File: src/rtl/sdram_read_arbiter_if.sv
// ---------------------------------------------------------------------------
// sdram_read_arbiter_if
// Bundles every bus signal around the SDRAM read arbiter:
//   a_*  : master A (command reader, read only)
//   b_*  : master B (rasterizer / frame buffer, read and write)
//   m_*  : the shared 64-bit SDRAM Avalon-MM port (29-bit word address)
//   err_orphan : sticky flag, read data arrived with no outstanding tag
// Modport slave is the arbiter's view; modport master is the view of whatever
// surrounds it (both masters plus the SDRAM port).
// ---------------------------------------------------------------------------
interface sdram_read_arbiter_if;
    logic [28:0] a_address;
    logic [7:0]  a_burstcount;
    logic        a_read;
    logic        a_waitrequest;
    logic [63:0] a_readdata;
    logic        a_readdatavalid;

    logic [28:0] b_address;
    logic [7:0]  b_burstcount;
    logic        b_read;
    logic        b_write;
    logic [63:0] b_writedata;
    logic [7:0]  b_byteenable;
    logic        b_waitrequest;
    logic [63:0] b_readdata;
    logic        b_readdatavalid;

    logic [28:0] m_address;
    logic [7:0]  m_burstcount;
    logic        m_read;
    logic        m_write;
    logic [63:0] m_writedata;
    logic [7:0]  m_byteenable;
    logic        m_waitrequest;
    logic [63:0] m_readdata;
    logic        m_readdatavalid;

    logic        err_orphan;

    modport slave (
        input  a_address, a_burstcount, a_read,
        output a_waitrequest, a_readdata, a_readdatavalid,
        input  b_address, b_burstcount, b_read, b_write, b_writedata, b_byteenable,
        output b_waitrequest, b_readdata, b_readdatavalid,
        output m_address, m_burstcount, m_read, m_write, m_writedata, m_byteenable,
        input  m_waitrequest, m_readdata, m_readdatavalid,
        output err_orphan
    );

    modport master (
        output a_address, a_burstcount, a_read,
        input  a_waitrequest, a_readdata, a_readdatavalid,
        output b_address, b_burstcount, b_read, b_write, b_writedata, b_byteenable,
        input  b_waitrequest, b_readdata, b_readdatavalid,
        input  m_address, m_burstcount, m_read, m_write, m_writedata, m_byteenable,
        output m_waitrequest, m_readdata, m_readdatavalid,
        input  err_orphan
    );
endinterface

File: src/rtl/sdram_read_arbiter.sv
// ---------------------------------------------------------------------------
// sdram_read_arbiter
// Shares one SDRAM Avalon-MM port between master A (reads) and master B
// (reads and writes). Commands pass combinationally from the granted master;
// grant rotates per accepted command, and a B write burst keeps the grant
// until its last beat. Each accepted read pushes {owner, beats} into a tag
// FIFO so returning data can be steered to the right master in order.
// Ports:
//   clock, reset_n : system clock, asynchronous active-low reset
//   bus            : sdram_read_arbiter_if.slave (A, B, SDRAM and err_orphan)
// ---------------------------------------------------------------------------
module sdram_read_arbiter #(
    parameter int TAG_DEPTH      = 16,
    parameter int TAG_DEPTH_LOG2 = 4
) (
    input  logic                 clock,
    input  logic                 reset_n,
    sdram_read_arbiter_if.slave  bus
);

    localparam logic [TAG_DEPTH_LOG2:0] FULL_COUNT = (TAG_DEPTH_LOG2 + 1)'(TAG_DEPTH);
    localparam logic [TAG_DEPTH_LOG2:0] ZERO_COUNT = {(TAG_DEPTH_LOG2 + 1){1'b0}};

    logic                      grant_r;
    logic                      grant_next_s;
    logic [7:0]                wr_beats_left_r;
    logic [7:0]                wr_beats_next_s;
    logic [TAG_DEPTH_LOG2-1:0] rd_ptr_r;
    logic [TAG_DEPTH_LOG2-1:0] wr_ptr_r;
    logic [TAG_DEPTH_LOG2:0]   count_r;
    logic                      err_orphan_r;
    logic                      owner_mem_r [TAG_DEPTH];
    logic [7:0]                beats_mem_r [TAG_DEPTH];

    logic       tag_full_s;
    logic       tag_empty_s;
    logic       a_req_s;
    logic       b_req_s;
    logic       m_read_s;
    logic       m_write_s;
    logic       read_accept_s;
    logic       write_accept_s;
    logic       accept_s;
    logic       beat_s;
    logic       pop_s;
    logic       head_owner_s;
    logic [7:0] head_beats_s;
    logic [7:0] push_beats_s;

    assign tag_full_s   = (count_r == FULL_COUNT);
    assign tag_empty_s  = (count_r == ZERO_COUNT);
    assign a_req_s      = bus.a_read;
    assign b_req_s      = bus.b_read | bus.b_write;
    assign head_owner_s = owner_mem_r[rd_ptr_r];
    assign head_beats_s = beats_mem_r[rd_ptr_r];

    // Command mux from the granted master; reads are held off while the tag FIFO is full.
    always_comb begin
        m_read_s          = 1'b0;
        m_write_s         = 1'b0;
        bus.a_waitrequest = 1'b1;
        bus.b_waitrequest = 1'b1;
        if (reset_n == 1'b0) begin
            m_read_s  = 1'b0;
            m_write_s = 1'b0;
        end else if (grant_r == 1'b1) begin
            // A master issuing a write never issues a read in the same cycle.
            m_write_s         = bus.b_write;
            m_read_s          = bus.b_read & ~bus.b_write & ~tag_full_s;
            bus.b_waitrequest = bus.m_waitrequest | (bus.b_read & ~bus.b_write & tag_full_s);
        end else begin
            m_read_s          = bus.a_read & ~tag_full_s;
            bus.a_waitrequest = bus.m_waitrequest | (bus.a_read & tag_full_s);
        end
        bus.m_read       = m_read_s;
        bus.m_write      = m_write_s;
        bus.m_address    = grant_r ? bus.b_address    : bus.a_address;
        bus.m_burstcount = grant_r ? bus.b_burstcount : bus.a_burstcount;
        bus.m_writedata  = bus.b_writedata;
        bus.m_byteenable = grant_r ? bus.b_byteenable : 8'hFF;
    end

    assign read_accept_s  = m_read_s  & ~bus.m_waitrequest;
    assign write_accept_s = m_write_s & ~bus.m_waitrequest;
    assign accept_s       = read_accept_s | write_accept_s;
    assign push_beats_s   = (bus.m_burstcount == 8'd0) ? 8'd1 : bus.m_burstcount;

    // Write-burst beat tracking and next grant; a stalled request is never preempted.
    always_comb begin
        wr_beats_next_s = wr_beats_left_r;
        grant_next_s    = grant_r;
        if (write_accept_s == 1'b1) begin
            if (wr_beats_left_r == 8'd0) begin
                wr_beats_next_s = (bus.m_burstcount == 8'd0) ? 8'd0 : (bus.m_burstcount - 8'd1);
            end else begin
                wr_beats_next_s = wr_beats_left_r - 8'd1;
            end
        end else begin
            wr_beats_next_s = wr_beats_left_r;
        end
        if (wr_beats_next_s != 8'd0) begin
            grant_next_s = grant_r;
        end else if (accept_s || !(grant_r ? b_req_s : a_req_s)) begin
            grant_next_s = (grant_r ? a_req_s : b_req_s) ? ~grant_r : grant_r;
        end else begin
            grant_next_s = grant_r;
        end
    end

    // Response steering: data fans out, the strobe goes only to the head tag's owner.
    always_comb begin
        beat_s              = bus.m_readdatavalid & reset_n & ~tag_empty_s;
        pop_s               = beat_s & (head_beats_s <= 8'd1);
        bus.a_readdata      = bus.m_readdata;
        bus.b_readdata      = bus.m_readdata;
        bus.a_readdatavalid = beat_s & ~head_owner_s;
        bus.b_readdatavalid = beat_s &  head_owner_s;
        bus.err_orphan      = err_orphan_r;
    end

    // Grant, write lock and orphan-flag registers.
    always_ff @(posedge clock or negedge reset_n) begin
        if (!reset_n) begin
            grant_r         <= 1'b0;
            wr_beats_left_r <= 8'd0;
            err_orphan_r    <= 1'b0;
        end else begin
            grant_r         <= grant_next_s;
            wr_beats_left_r <= wr_beats_next_s;
            err_orphan_r    <= err_orphan_r | (bus.m_readdatavalid & tag_empty_s);
        end
    end

    // Tag FIFO: pointers, occupancy and per-entry {owner, beats remaining}.
    always_ff @(posedge clock or negedge reset_n) begin
        if (!reset_n) begin
            rd_ptr_r <= {TAG_DEPTH_LOG2{1'b0}};
            wr_ptr_r <= {TAG_DEPTH_LOG2{1'b0}};
            count_r  <= ZERO_COUNT;
            for (int i = 0; i < TAG_DEPTH; i++) begin
                owner_mem_r[i] <= 1'b0;
                beats_mem_r[i] <= 8'd0;
            end
        end else begin
            // Push and head update never hit the same slot: push needs !full, a beat needs !empty.
            if (read_accept_s) begin
                owner_mem_r[wr_ptr_r] <= grant_r;
                beats_mem_r[wr_ptr_r] <= push_beats_s;
                wr_ptr_r              <= wr_ptr_r + {{(TAG_DEPTH_LOG2-1){1'b0}}, 1'b1};
            end
            if (beat_s && !pop_s) begin
                beats_mem_r[rd_ptr_r] <= head_beats_s - 8'd1;
            end
            if (pop_s) begin
                rd_ptr_r <= rd_ptr_r + {{(TAG_DEPTH_LOG2-1){1'b0}}, 1'b1};
            end
            case ({read_accept_s, pop_s})
                2'b10:   count_r <= count_r + {{TAG_DEPTH_LOG2{1'b0}}, 1'b1};
                2'b01:   count_r <= count_r - {{TAG_DEPTH_LOG2{1'b0}}, 1'b1};
                default: count_r <= count_r;
            endcase
        end
    end

endmodule

File: src/flat_wrapper.sv
// flat-port wrapper written by rule: the top's interface ports become plain ports
module sdram_read_arbiter_flat 
#(
    parameter int TAG_DEPTH      = 16,
    parameter int TAG_DEPTH_LOG2 = 4
)
  (clock, reset_n, bus_a_address, bus_a_burstcount, bus_a_read, bus_a_waitrequest, bus_a_readdata, bus_a_readdatavalid, bus_b_address, bus_b_burstcount, bus_b_read, bus_b_write, bus_b_writedata, bus_b_byteenable, bus_b_waitrequest, bus_b_readdata, bus_b_readdatavalid, bus_m_address, bus_m_burstcount, bus_m_read, bus_m_write, bus_m_writedata, bus_m_byteenable, bus_m_waitrequest, bus_m_readdata, bus_m_readdatavalid, bus_err_orphan);
  sdram_read_arbiter_if bus_i ();
  input  logic clock;
  input  logic reset_n;
  input wire logic [$bits(bus_i.a_address)-1:0] bus_a_address;
  input wire logic [$bits(bus_i.a_burstcount)-1:0] bus_a_burstcount;
  input wire logic [$bits(bus_i.a_read)-1:0] bus_a_read;
  output wire logic [$bits(bus_i.a_waitrequest)-1:0] bus_a_waitrequest;
  output wire logic [$bits(bus_i.a_readdata)-1:0] bus_a_readdata;
  output wire logic [$bits(bus_i.a_readdatavalid)-1:0] bus_a_readdatavalid;
  input wire logic [$bits(bus_i.b_address)-1:0] bus_b_address;
  input wire logic [$bits(bus_i.b_burstcount)-1:0] bus_b_burstcount;
  input wire logic [$bits(bus_i.b_read)-1:0] bus_b_read;
  input wire logic [$bits(bus_i.b_write)-1:0] bus_b_write;
  input wire logic [$bits(bus_i.b_writedata)-1:0] bus_b_writedata;
  input wire logic [$bits(bus_i.b_byteenable)-1:0] bus_b_byteenable;
  output wire logic [$bits(bus_i.b_waitrequest)-1:0] bus_b_waitrequest;
  output wire logic [$bits(bus_i.b_readdata)-1:0] bus_b_readdata;
  output wire logic [$bits(bus_i.b_readdatavalid)-1:0] bus_b_readdatavalid;
  output wire logic [$bits(bus_i.m_address)-1:0] bus_m_address;
  output wire logic [$bits(bus_i.m_burstcount)-1:0] bus_m_burstcount;
  output wire logic [$bits(bus_i.m_read)-1:0] bus_m_read;
  output wire logic [$bits(bus_i.m_write)-1:0] bus_m_write;
  output wire logic [$bits(bus_i.m_writedata)-1:0] bus_m_writedata;
  output wire logic [$bits(bus_i.m_byteenable)-1:0] bus_m_byteenable;
  input wire logic [$bits(bus_i.m_waitrequest)-1:0] bus_m_waitrequest;
  input wire logic [$bits(bus_i.m_readdata)-1:0] bus_m_readdata;
  input wire logic [$bits(bus_i.m_readdatavalid)-1:0] bus_m_readdatavalid;
  output wire logic [$bits(bus_i.err_orphan)-1:0] bus_err_orphan;
  assign bus_i.a_address = bus_a_address;
  assign bus_i.a_burstcount = bus_a_burstcount;
  assign bus_i.a_read = bus_a_read;
  assign bus_a_waitrequest = bus_i.a_waitrequest;
  assign bus_a_readdata = bus_i.a_readdata;
  assign bus_a_readdatavalid = bus_i.a_readdatavalid;
  assign bus_i.b_address = bus_b_address;
  assign bus_i.b_burstcount = bus_b_burstcount;
  assign bus_i.b_read = bus_b_read;
  assign bus_i.b_write = bus_b_write;
  assign bus_i.b_writedata = bus_b_writedata;
  assign bus_i.b_byteenable = bus_b_byteenable;
  assign bus_b_waitrequest = bus_i.b_waitrequest;
  assign bus_b_readdata = bus_i.b_readdata;
  assign bus_b_readdatavalid = bus_i.b_readdatavalid;
  assign bus_m_address = bus_i.m_address;
  assign bus_m_burstcount = bus_i.m_burstcount;
  assign bus_m_read = bus_i.m_read;
  assign bus_m_write = bus_i.m_write;
  assign bus_m_writedata = bus_i.m_writedata;
  assign bus_m_byteenable = bus_i.m_byteenable;
  assign bus_i.m_waitrequest = bus_m_waitrequest;
  assign bus_i.m_readdata = bus_m_readdata;
  assign bus_i.m_readdatavalid = bus_m_readdatavalid;
  assign bus_err_orphan = bus_i.err_orphan;
  sdram_read_arbiter #(.TAG_DEPTH(TAG_DEPTH), .TAG_DEPTH_LOG2(TAG_DEPTH_LOG2)) u_core (.clock(clock), .reset_n(reset_n), .bus(bus_i));
endmodule
File: config.mk
export PLATFORM = sky130hd
export DESIGN_NAME = sdram_read_arbiter_flat
export DESIGN_NICKNAME = d
export VERILOG_FILES = /design/src/rtl/sdram_read_arbiter_if.sv /design/src/rtl/sdram_read_arbiter.sv /design/src/flat_wrapper.sv
export SDC_FILE = /design/constraint.sdc
export NUM_CORES = 1
export LEC_CHECK = 0
export ABC_AREA = 1
export CAP_MARGIN = 20
export CORE_AREA = 2 2 180 182
export CTS_BUF_LIST = sky130_fd_sc_hd__clkbuf_16
export CTS_CLUSTER_DIAMETER = 60
export DETAILED_ROUTE_END_ITERATION = 10
export DIE_AREA = 0 0 182 184
export PLACE_DENSITY_LB_ADDON = 0.15
export SYNTH_ARGS = -nofsm -noshare
export SYNTH_HDL_FRONTEND = slang
export SYNTH_SLANG_ARGS = --single-unit
File: constraint.sdc
create_clock -name clock -period 5.65 [get_ports clock]
set_clock_uncertainty 0.15 [all_clocks]
set_input_delay 1.13 -clock clock [delete_from_list [all_inputs] [get_ports clock]]
set_output_delay 1.13 -clock clock [all_outputs]
set_load 0.01 [all_outputs]
### Word-level counts from Yosys, hierarchy flattened

Cells that the tools add are included.

| cells by class | value |
|---|---|
| bitwise gates (word level) | 27 |
| $add $sub $neg | 7 |
| mux-type cells | 35 |
| shift-type cells | 0 |
| order comparisons | 5 |
| multipliers | 0 |
| reduce and logical (&&, ||, !) cells | 12 |
| div/mod/pow operators | 0 |
| equality and inequality tests | 3 |

Operator list:

| cell | number |
|---|---|
| bitwise mux 128 bit | 2 |
| two-way mux 128 bit | 2 |
| two-way mux 8 bit | 10 |
| demux 8 bit (select 4 bit) | 2 |
| binary-select mux 8 bit (select 4 bit) | 1 |
| two-way mux 29 bit | 1 |
| subtractor 8 x 1 -> 8 bit (second input constant) | 3 |
| bitwise mux 16 bit | 1 |
| zero test 8 bit | 2 |
| AND 1 bit | 13 |
| two-way mux 1 bit | 13 |
| greater-or-equal comparator 5 bit (second input constant) | 2 |
| less-than comparator 5 x 1 -> 1 bit (second input constant) | 2 |
| inverter 4 -> 5 bit | 2 |
| one-hot mux 5 bit (2 select lines) | 1 |
| adder 4 x 1 -> 4 bit (second input constant) | 2 |
| less-or-equal comparator 8 x 1 -> 1 bit (second input constant) | 1 |
| nonzero test 8 bit | 1 |
| inverter 1 bit | 7 |
| adder 5 x 1 -> 5 bit (second input constant) | 1 |
| == test 5 bit (second input constant) | 1 |
| zero test 5 bit | 1 |
| OR 1 bit | 5 |
| subtractor 5 x 1 -> 5 bit (second input constant) | 1 |
| other kinds (9) | 12 |

| storage, ports and cells | value |
|---|---|
| bits in writable memories | 0 |
| output and inout port bits | 244 |
| bits in latches | 0 |
| logic and storage cells | 127 |
| memory bits (read-only) | 0 |
| register bits | 167 |
| input bits | 217 |
| memories kept | 0 |

### Longest topological paths before layout

Gate-level depths: netlist (run 1).

| depth | value |
|---|---|
| word-level depth | 9 |
| depth in mapped cells | 26 |

### Worst setup path before layout (run 1)

OpenSTA, ideal clock, no wires.

| timing | value |
|---|---|
| path type | reg-to-reg |
| start point | register u_core.rd_ptr_r[0] |
| end point | register u_core.count_r[4] |
| data arrival time | 3,750 ps |
| required time | 5,421 ps |
| setup time | 79 ps |
| path slack | 1,671 ps |
| buffers on the path | 5 |
| cell stages (with the launch flop) | 26 |
| cells stage by stage | dfrtp_1 -> buf_6 -> buf_6 -> buf_2 -> o21ai_0 -> nand2_1 -> nand2_1 -> nand4_1 -> inv_2 -> buf_1 -> ha_1 -> or2_2 -> nand2_1 -> nor2_2 -> nand2_4 -> buf_6 -> nor2_8 -> ha_1 -> inv_1 -> fa_1 -> nor2_1 -> a211oi_1 -> nand2_1 -> nand2_1 -> nor2_1 -> xor2_1 |

| on the way | value |
|---|---|
| longest elaborated chain between the ends | 8 |
| elaborated cells between the ends (all ways) | 10 |
| those cells by class | order compare: 1; eq/ne: 2; mux: 4; bitwise: 2; reduce/logical: 1 |

RTL lines:

| item | line | source |
|---|---|---|
| start, declared | sdram_read_arbiter.sv:28 | `logic [TAG_DEPTH_LOG2-1:0] rd_ptr_r;` |
| start signal, assigned | sdram_read_arbiter.sv:137 | `rd_ptr_r <= {TAG_DEPTH_LOG2{1'b0}};` |
| start signal, assigned | sdram_read_arbiter.sv:155 | `rd_ptr_r <= rd_ptr_r + {{(TAG_DEPTH_LOG2-1){1'b0}}, 1'b1};` |
| inverter 4 -> 5 bit (implied by the code) (*) | sdram_read_arbiter.sv:55 | `assign head_beats_s = beats_mem_r[rd_ptr_r];` |
| binary-select mux 8 bit (select 4 bit) (*) | sdram_read_arbiter.sv:55 |  |
| two-way mux 8 bit (implied by the code) (*) (2 in series) | sdram_read_arbiter.sv:55 |  |
| less-or-equal comparator 8 x 1 -> 1 bit (*) | sdram_read_arbiter.sv:113 | `pop_s = beat_s & (head_beats_s <= 8'd1);` |
| AND 1 bit (*) | sdram_read_arbiter.sv:113 |  |
| == test 2 x 1 -> 1 bit or == test 2 bit (tied branches) | sdram_read_arbiter.sv:157 | `case ({read_accept_s, pop_s})` |
| one-hot mux 5 bit (2 select lines) or nonzero test 2 bit (tied branches) | n/a |  |
| end signal, assigned | sdram_read_arbiter.sv:158 | `2'b10: count_r <= count_r + {{TAG_DEPTH_LOG2{1'b0}}, 1'b1};` |
| end signal, assigned | sdram_read_arbiter.sv:159 | `2'b01: count_r <= count_r - {{TAG_DEPTH_LOG2{1'b0}}, 1'b1};` |
| end signal, assigned | sdram_read_arbiter.sv:160 | `default: count_r <= count_r;` |
| end, declared | sdram_read_arbiter.sv:30 | `logic [TAG_DEPTH_LOG2:0] count_r;` |

Every way passes the cells marked *; elsewhere a longest branch is shown, timed or not. The select of a mux whose other input is x is not followed.
A chain may end at the register's enable or synchronous reset.

### Final worst setup path (run 1)

Same ends and word-level chain as after synthesis.

==> flow_metrics.env, run 1 <==
export IMPL_outcome="finished clean"
export IMPL_grt_pass1_vias=10766
export IMPL_ioPinCount=461
export IMPL_syn_area_mm2=0.0131
export IMPL_dieHeight_um=184
export IMPL_ys_seq_area_share_pct=32.0
export IMPL_area_growth_pct=6.75
export IMPL_p_per_area_mw_per_mm2=503
export IMPL_synthAdderAreaFrac_pct=1.78
export IMPL_layout_commonest_cell="nand2_1"
export IMPL_clockBufferDepth=2
export IMPL_synth_simple_area_share_pct=31.8
export IMPL_nFillCells=3217
export IMPL_via_count=11192
export IMPL_cts_resized=0
export IMPL_synth_nets=2103
export IMPL_rows=65
export IMPL_drv_slew=0
export IMPL_clk_insertion_delay_late_ps=450
export IMPL_io_buffers=140
export IMPL_postCtsHoldBufs=0
export IMPL_p_leak_uw=0.00707
export IMPL_maxCapViolations=0
export IMPL_grt_overflow=0
export IMPL_ant_nets=0
export IMPL_worstMarginPinSlew_ps=1150
export IMPL_cts_setup_buffers=0
export IMPL_grt_usage_pct=25.9
export IMPL_avgSynthCellArea_um2=6.99
export IMPL_synth_xor_area_share_pct=1.34
export IMPL_finalNonFillerCells=2206
export IMPL_cts_max_level=4
export IMPL_die_w_um=182
export IMPL_design_area_mm2=0.0139
export IMPL_synth_compound_area_share_pct=9.26
export IMPL_drive_gt1_share_pct=11.8
export IMPL_post_place_ws_ps=1060
export IMPL_cp_end_kind="flop"
export IMPL_min_period_ps=4680
export IMPL_fin_ws_ps=969
export IMPL_clock_sinks=167
export IMPL_root_buffer="clkbuf_16"
export IMPL_ys_seq_elements=167
export IMPL_syn_inst=1868
export IMPL_routedWlPerCell_um=19.3
export IMPL_synth_cell_types=42
export IMPL_critical_path_arrival_ps=4910
export IMPL_r2r_setup_slack_ps=970
export IMPL_dr_pass1_iters=5
export IMPL_dieArea_mm2=0.0335
export IMPL_drtIter0Drc=1002
export IMPL_critical_path_class="flop to flop"
export IMPL_design_core_area_mm2=0.0314
export IMPL_synth_area_mux_share_pct=5.00
export IMPL_rsz0062_at_grt="false"
export IMPL_hpwl_um=30000
export IMPL_vias_per_cell=5.07
export IMPL_antenna_found_initial=2
export IMPL_setup_tns_ps=0
export IMPL_synth_top_family_by_area="simple AND/OR/NAND/NOR gates"
export IMPL_place_gp_congestion=0.910
export IMPL_min_period_over_period_pct=82.9
export IMPL_crit_fanout=52
export IMPL_grt_max_degree=68
export IMPL_fmax_mhz=214
export IMPL_cp_required_ps=5880
export IMPL_cts_buffers=17
export IMPL_hold_violations=0
export IMPL_routed_wirelength_um=42600
export IMPL_drcViolationCount=0
export IMPL_cts_tree="yes"
export IMPL_start_util_pct=41.6
export IMPL_grt_first_pass_wirelength_um=65700
export IMPL_final_cell_mix="815 x nand2_1, 165 x dfrtp_1, 146 x inv_1"
export IMPL_ir_drop_mv=0.450
export IMPL_clk_pin_slew_worst_paths_ps=80
export IMPL_regArea_mm2=0.00418
export IMPL_hold_path_class="flop to flop"
export IMPL_cp_start_kind="flop"
export IMPL_dpl_instance_area_mm2=0.0133
export IMPL_multiInputGateArea_mm2=0.00643
export IMPL_slew_headroom_pct=23.5
export IMPL_dp_cells=2171
export IMPL_yosys_warnings=0
export IMPL_finalSetupViolations=0
export IMPL_nets=2025
-- layout make-up --
type                            count  share of cell area, %
Clock buffer                       17                   3.05
Multi-Input combinational cell   1280                   46.1
Timing Repair Buffer              173                   11.9
Inverter                          151                   4.07
Sequential cell                   167                   30.0
Antenna cell                        1                 0.0180
Clock inverter                     15                   1.23
Tap cell                          402                   3.61
-- power by group --
part	internal (uW)	total, uW	switching, uW
registers	1680	1970	292
clock network	635	1230	598
logic	1180	3810	2620
total	3500	7010	3510
-- flip-flops by register name (all words and copies together), names as in the netlist --
register,count
u_core.beats_mem_r,128
u_core.owner_mem_r,16
u_core.wr_beats_left_r,8
u_core.count_r,5
u_core.rd_ptr_r,4
u_core.wr_ptr_r,4
u_core.bus.err_orphan,1
u_core.grant_r,1
-- metrics by stage --
stage	total power [uW]	utilization [%]	hold slack (ps)
floorplan	4640	-	309
global placement	5690	42.4	314
global route	7480	44.4	342
finish	7010	44.4	343
CTS	7000	44.3	334
detailed placement	5760	42.4	317
-- kinds of logic after synthesis --
logic type	Yosys count
fa+ha+maj	18
flops	167
buf+inv	421
xor+xnor	17
mux	58
simple gates	972
compound gates	215
-- worst max-delay path, stage by stage (launching register included) --
cell      delay (ps)
dfrtp_4          790
buf_4            460
a21oi_1          120
o21ai_0          100
nand2_1           80
nand2_1           70
nand4_1          190
inv_2            120
ha_1             250
or2_2            140
nand2_1           50
nor2_2           150
nand2_4          260
nor2_8           250
ha_1             280
inv_1            110
fa_1             410
nor2_1           120
a211oi_1          60
nand2_1           60
nand2_1           50
nor2_1           120
xor2_1           150
-- Yosys cell counts (all sizes together) --
cell / count / share of area (%)
nand2: 822 / 24
buf: 248 / 14
dfrtp: 167 / 32
inv: 151 / 4.3
o21ai: 131 / 5.0
nor2: 83 / 3.8
mux2: 58 / 5.0
a21oi: 43 / 1.6
nand3: 31 / 1.6
o211ai: 28 / 1.8
clkbuf: 22 / 0.63
nand4: 21 / 1.8
ha: 17 / 1.6
xor2: 14 / 1.1
or2: 10 / 0.48
o21a: 9 / 0.52
xnor2: 3 / 0.26
nand3b: 2 / 0.11
nor3: 2 / 0.11
a211oi: 1 / 0.058
a31o: 1 / 0.067
a31oi: 1 / 0.048
fa: 1 / 0.15
nor4: 1 / 0.048
o31ai: 1 / 0.058
-- metal layers --
layer  vias up  global-route usage, %  part of all wire [%]
li1       5472                      -                     -
met1      5232                   33.4                    42
met2       374                   41.9                    46
met3       112                   3.98                   6.3
met4         2                   13.8                   5.0
met5         -                      0                 0.031
-- final timing paths --
check | endpoint | cells after the start | startpoint
worst max-delay path | u_core.count_r[4]$_DFFE_PN0P_ | 22 | u_core.rd_ptr_r[0]$_DFFE_PN0N_
worst min-delay path | u_core.bus.err_orphan$_DFF_PN0_ | 1 | u_core.bus.err_orphan$_DFF_PN0_
worst max register to register | u_core.count_r[4]$_DFFE_PN0P_ | 22 | u_core.rd_ptr_r[0]$_DFFE_PN0N_
worst min register to register | u_core.bus.err_orphan$_DFF_PN0_ | 1 | u_core.bus.err_orphan$_DFF_PN0_
max in group asynchronous | u_core.grant_r$_DFFE_PN0P_ | 2 | reset_n
min in group asynchronous | u_core.beats_mem_r[69]$_DFF_PN0_ | 1 | reset_n
Power figures use the tool's default switching activity.
==> run 2: changes to the inputs <==
==> constraint.sdc (replaced) <==
create_clock -name clock -period 4.7 [get_ports clock]
set_clock_uncertainty 0.15 [all_clocks]
set_input_delay 0.94 -clock clock [delete_from_list [all_inputs] [get_ports clock]]
set_output_delay 0.94 -clock clock [all_outputs]
set_load 0.01 [all_outputs]
==> run 2 against run 1 <==
Against the previous run: power is 21% higher; design area is 0.52% higher; core utilization is 0.23 points higher; critical path depth stayed put; critical path type unchanged; first-iteration DRC count hardly changed; sequential power is 17% higher; clock-buffer cell count stayed put; largest power group unchanged; via count is 0.28% higher.
==> flow_metrics.env, run 2 (synthesis results as in run 1) <==
export IMPL_met2_usage_pct=42.4
export IMPL_critical_path_arrival_ps=4240
export IMPL_hold_path_class="input pin to async pin"
export IMPL_die_w_um=182
export IMPL_nFillCells=3230
export IMPL_min_period_over_period_pct=85.3
export IMPL_critical_path_class="flop to flop"
export IMPL_dieArea_mm2=0.0335
export IMPL_slowest_delay_ps=500
export IMPL_root_buffer="clkbuf_16"
export IMPL_clk_insertion_delay_late_ps=450
export IMPL_ir_drop_mv=0.484
export IMPL_p_per_area_mw_per_mm2=605
export IMPL_hpwl_um=30000
export IMPL_hold_violations=0
export IMPL_r2r_setup_slack_ps=690
export IMPL_io_buffers=140
export IMPL_worstMarginPinSlew_ps=1050
export IMPL_rsz0062_at_grt="false"
export IMPL_routedWlPerCell_um=19.4
export IMPL_rows=65
export IMPL_dieHeight_um=184
export IMPL_final_util_pct=44.6
export IMPL_p_leak_uw=0.00712
export IMPL_hold_slack_ps=129
export IMPL_dp_cells=2180
export IMPL_place_gp_congestion=0.891
export IMPL_clk_pin_slew_worst_paths_ps=90
export IMPL_cts_setup_buffers=0
export IMPL_crit_fanout=30
export IMPL_largest_register_ffs=128
export IMPL_min_period_ps=4010
export IMPL_cts_tree="yes"
export IMPL_clock_sinks=167
export IMPL_drcViolationCount=0
export IMPL_antenna_found_initial=0
export IMPL_start_util_pct=41.6
export IMPL_antenna_cells=0
export IMPL_r2r_start="u_core.rd_ptr_r[0]$_DFFE_PN0N_"
export IMPL_fmax_mhz=250
export IMPL_met1_usage_pct=33.7
export IMPL_cts_max_level=4
export IMPL_area_growth_pct=7.30
export IMPL_design_core_area_mm2=0.0314
export IMPL_use_met3_pct=3.86
export IMPL_ant_nets=0
export IMPL_regMostFlops="u_core.beats_mem_r"
export IMPL_crit_top_cell="nand2_1"
export IMPL_routed_wirelength_um=42900
export IMPL_power_uw=8480
export IMPL_setup_tns_ps=0
export IMPL_ioPinCount=461
export IMPL_dr_pass1_iters=5
export IMPL_cp_end_kind="flop"
export IMPL_cts_buffers=17
export IMPL_slowest_stage="dfrtp_4"
export IMPL_drive_gt1_share_pct=12.2
export IMPL_cp_start_kind="flop"
export IMPL_cts_resized=0
export IMPL_worstPathCellList="inv_2 -> a21oi_1 -> o21ai_0 -> nand2_1 -> nand2_1 -> nand2_1 -> nor2_1 -> ha_1 -> or2_2 -> nand2_1 -> nor2_2 -> nand2_4 -> nor2_8 -> ha_1 -> inv_1 -> fa_1 -> nor2_1 -> a211oi_1 -> nand2_1 -> nand2_1 -> nor2_1 -> xor2_1"
export IMPL_vias_per_cell=5.07
export IMPL_finalNonFillerCells=2212
export IMPL_final_cell_mix="815 x nand2_1, 165 x dfrtp_1, 146 x inv_1"
export IMPL_finalSetupViolations=0
export IMPL_clockBufferDepth=2
export IMPL_cp_required_ps=4930
export IMPL_grt_usage_pct=25.8
export IMPL_reg_largest_list="u_core.beats_mem_r (128), u_core.owner_mem_r (16), u_core.wr_beats_left_r (8)"
export IMPL_busiest_layer="met2"
export IMPL_grt_max_degree=163
export IMPL_grt_overflow=0
export IMPL_maxCapViolations=0
export IMPL_grt_first_pass_wirelength_um=65600
export IMPL_outcome="finished clean"
export IMPL_drv_slew=0
export IMPL_layout_commonest_cell="nand2_1"
export IMPL_grt_pass1_vias=10758
export IMPL_slew_headroom_pct=30.0
export IMPL_setup_worst_path_start="u_core.rd_ptr_r[0]$_DFFE_PN0N_"
export IMPL_nets=2032
export IMPL_via_count=11223
export IMPL_drtIter0Drc=1001
export IMPL_postCtsHoldBufs=0
-- run 2: cell count changes in the layout (fill, tap and decap cells not counted), sizes merged --
| cell | change |
|---|---|
| buf | +7 |
| clkinv | +1 |
| clkinvlp | -1 |
| diode | -1 |
-- run 2: power breakdown --
group | total [uW] | internal, uW | switching (uW)
logic | 4690 | 1440 | 3250
clock network | 1480 | 765 | 714
registers | 2310 | 2020 | 284
-- run 2: through the flow --
stage / setup WS, ps / cell area [um2]
floorplan: 721 / 13100
global placement: 802 / 13400
detailed placement: 739 / 13400
CTS: 727 / 14000
global route: 394 / 14000
finish: 693 / 14000
-- run 2: routing by layer --
| metal | vias up | part of all wire (%) |
|---|---|---|
| met1 | 5245 | 44 |
| met3 | 108 | 5.2 |
| met4 | 0 | 4.5 |
| li1 | 5473 | - |
| met5 | - | 0 |
| met2 | 397 | 47 |
-- run 2: path summary, 6_finish.rpt --
| path | depth (start not counted) | to |
|---|---|---|
| min in group clock | 1 | u_core.owner_mem_r[3]$_DFFE_PN0P_ |
| min | 1 | u_core.wr_ptr_r[0]$_DFFE_PN0P_ |
| max in group asynchronous | 2 | u_core.rd_ptr_r[0]$_DFFE_PN0N_ |
| max reg2reg | 22 | u_core.count_r[4]$_DFFE_PN0P_ |
| max | 22 | u_core.count_r[4]$_DFFE_PN0P_ |
| min reg2reg | 1 | u_core.owner_mem_r[3]$_DFFE_PN0P_ |
-- run 2: worst max-delay path: cells and delay by family, from the launching register on --
kind                     cells  cell delay [ps]
AO/OA/AOI/OAI                3              280
XOR/XNOR                     1              140
adder cells (fa/ha/maj)      3             1000
buffers and inverters        2              520
flip-flops                   1              500
AND/OR/NAND/NOR             13             1360
-- run 2: cell type report --
class,count,area (um2),area share (%)
repair buffers,180,1730,12.3
inverters,151,567,4.05
clock buffers,17,425,3.04
flip-flops and latches,167,4180,29.9
multi-input cells,1280,6430,45.9
well taps,402,503,3.59
clock inverters,15,173,1.23
==> run 3: changes to the inputs <==
--- a/config.mk
+++ b/config.mk
@@ -13,6 +13,7 @@
 export DETAILED_ROUTE_END_ITERATION = 10
 export DIE_AREA = 0 0 182 184
 export PLACE_DENSITY_LB_ADDON = 0.15
+export SKIP_CTS_REPAIR_TIMING = 1
 export SYNTH_ARGS = -nofsm -noshare
 export SYNTH_HDL_FRONTEND = slang
 export SYNTH_SLANG_ARGS = --single-unit
==> results of run 3 <==
Same layout as run 2: the final DEF is identical, and so are final timing and power.
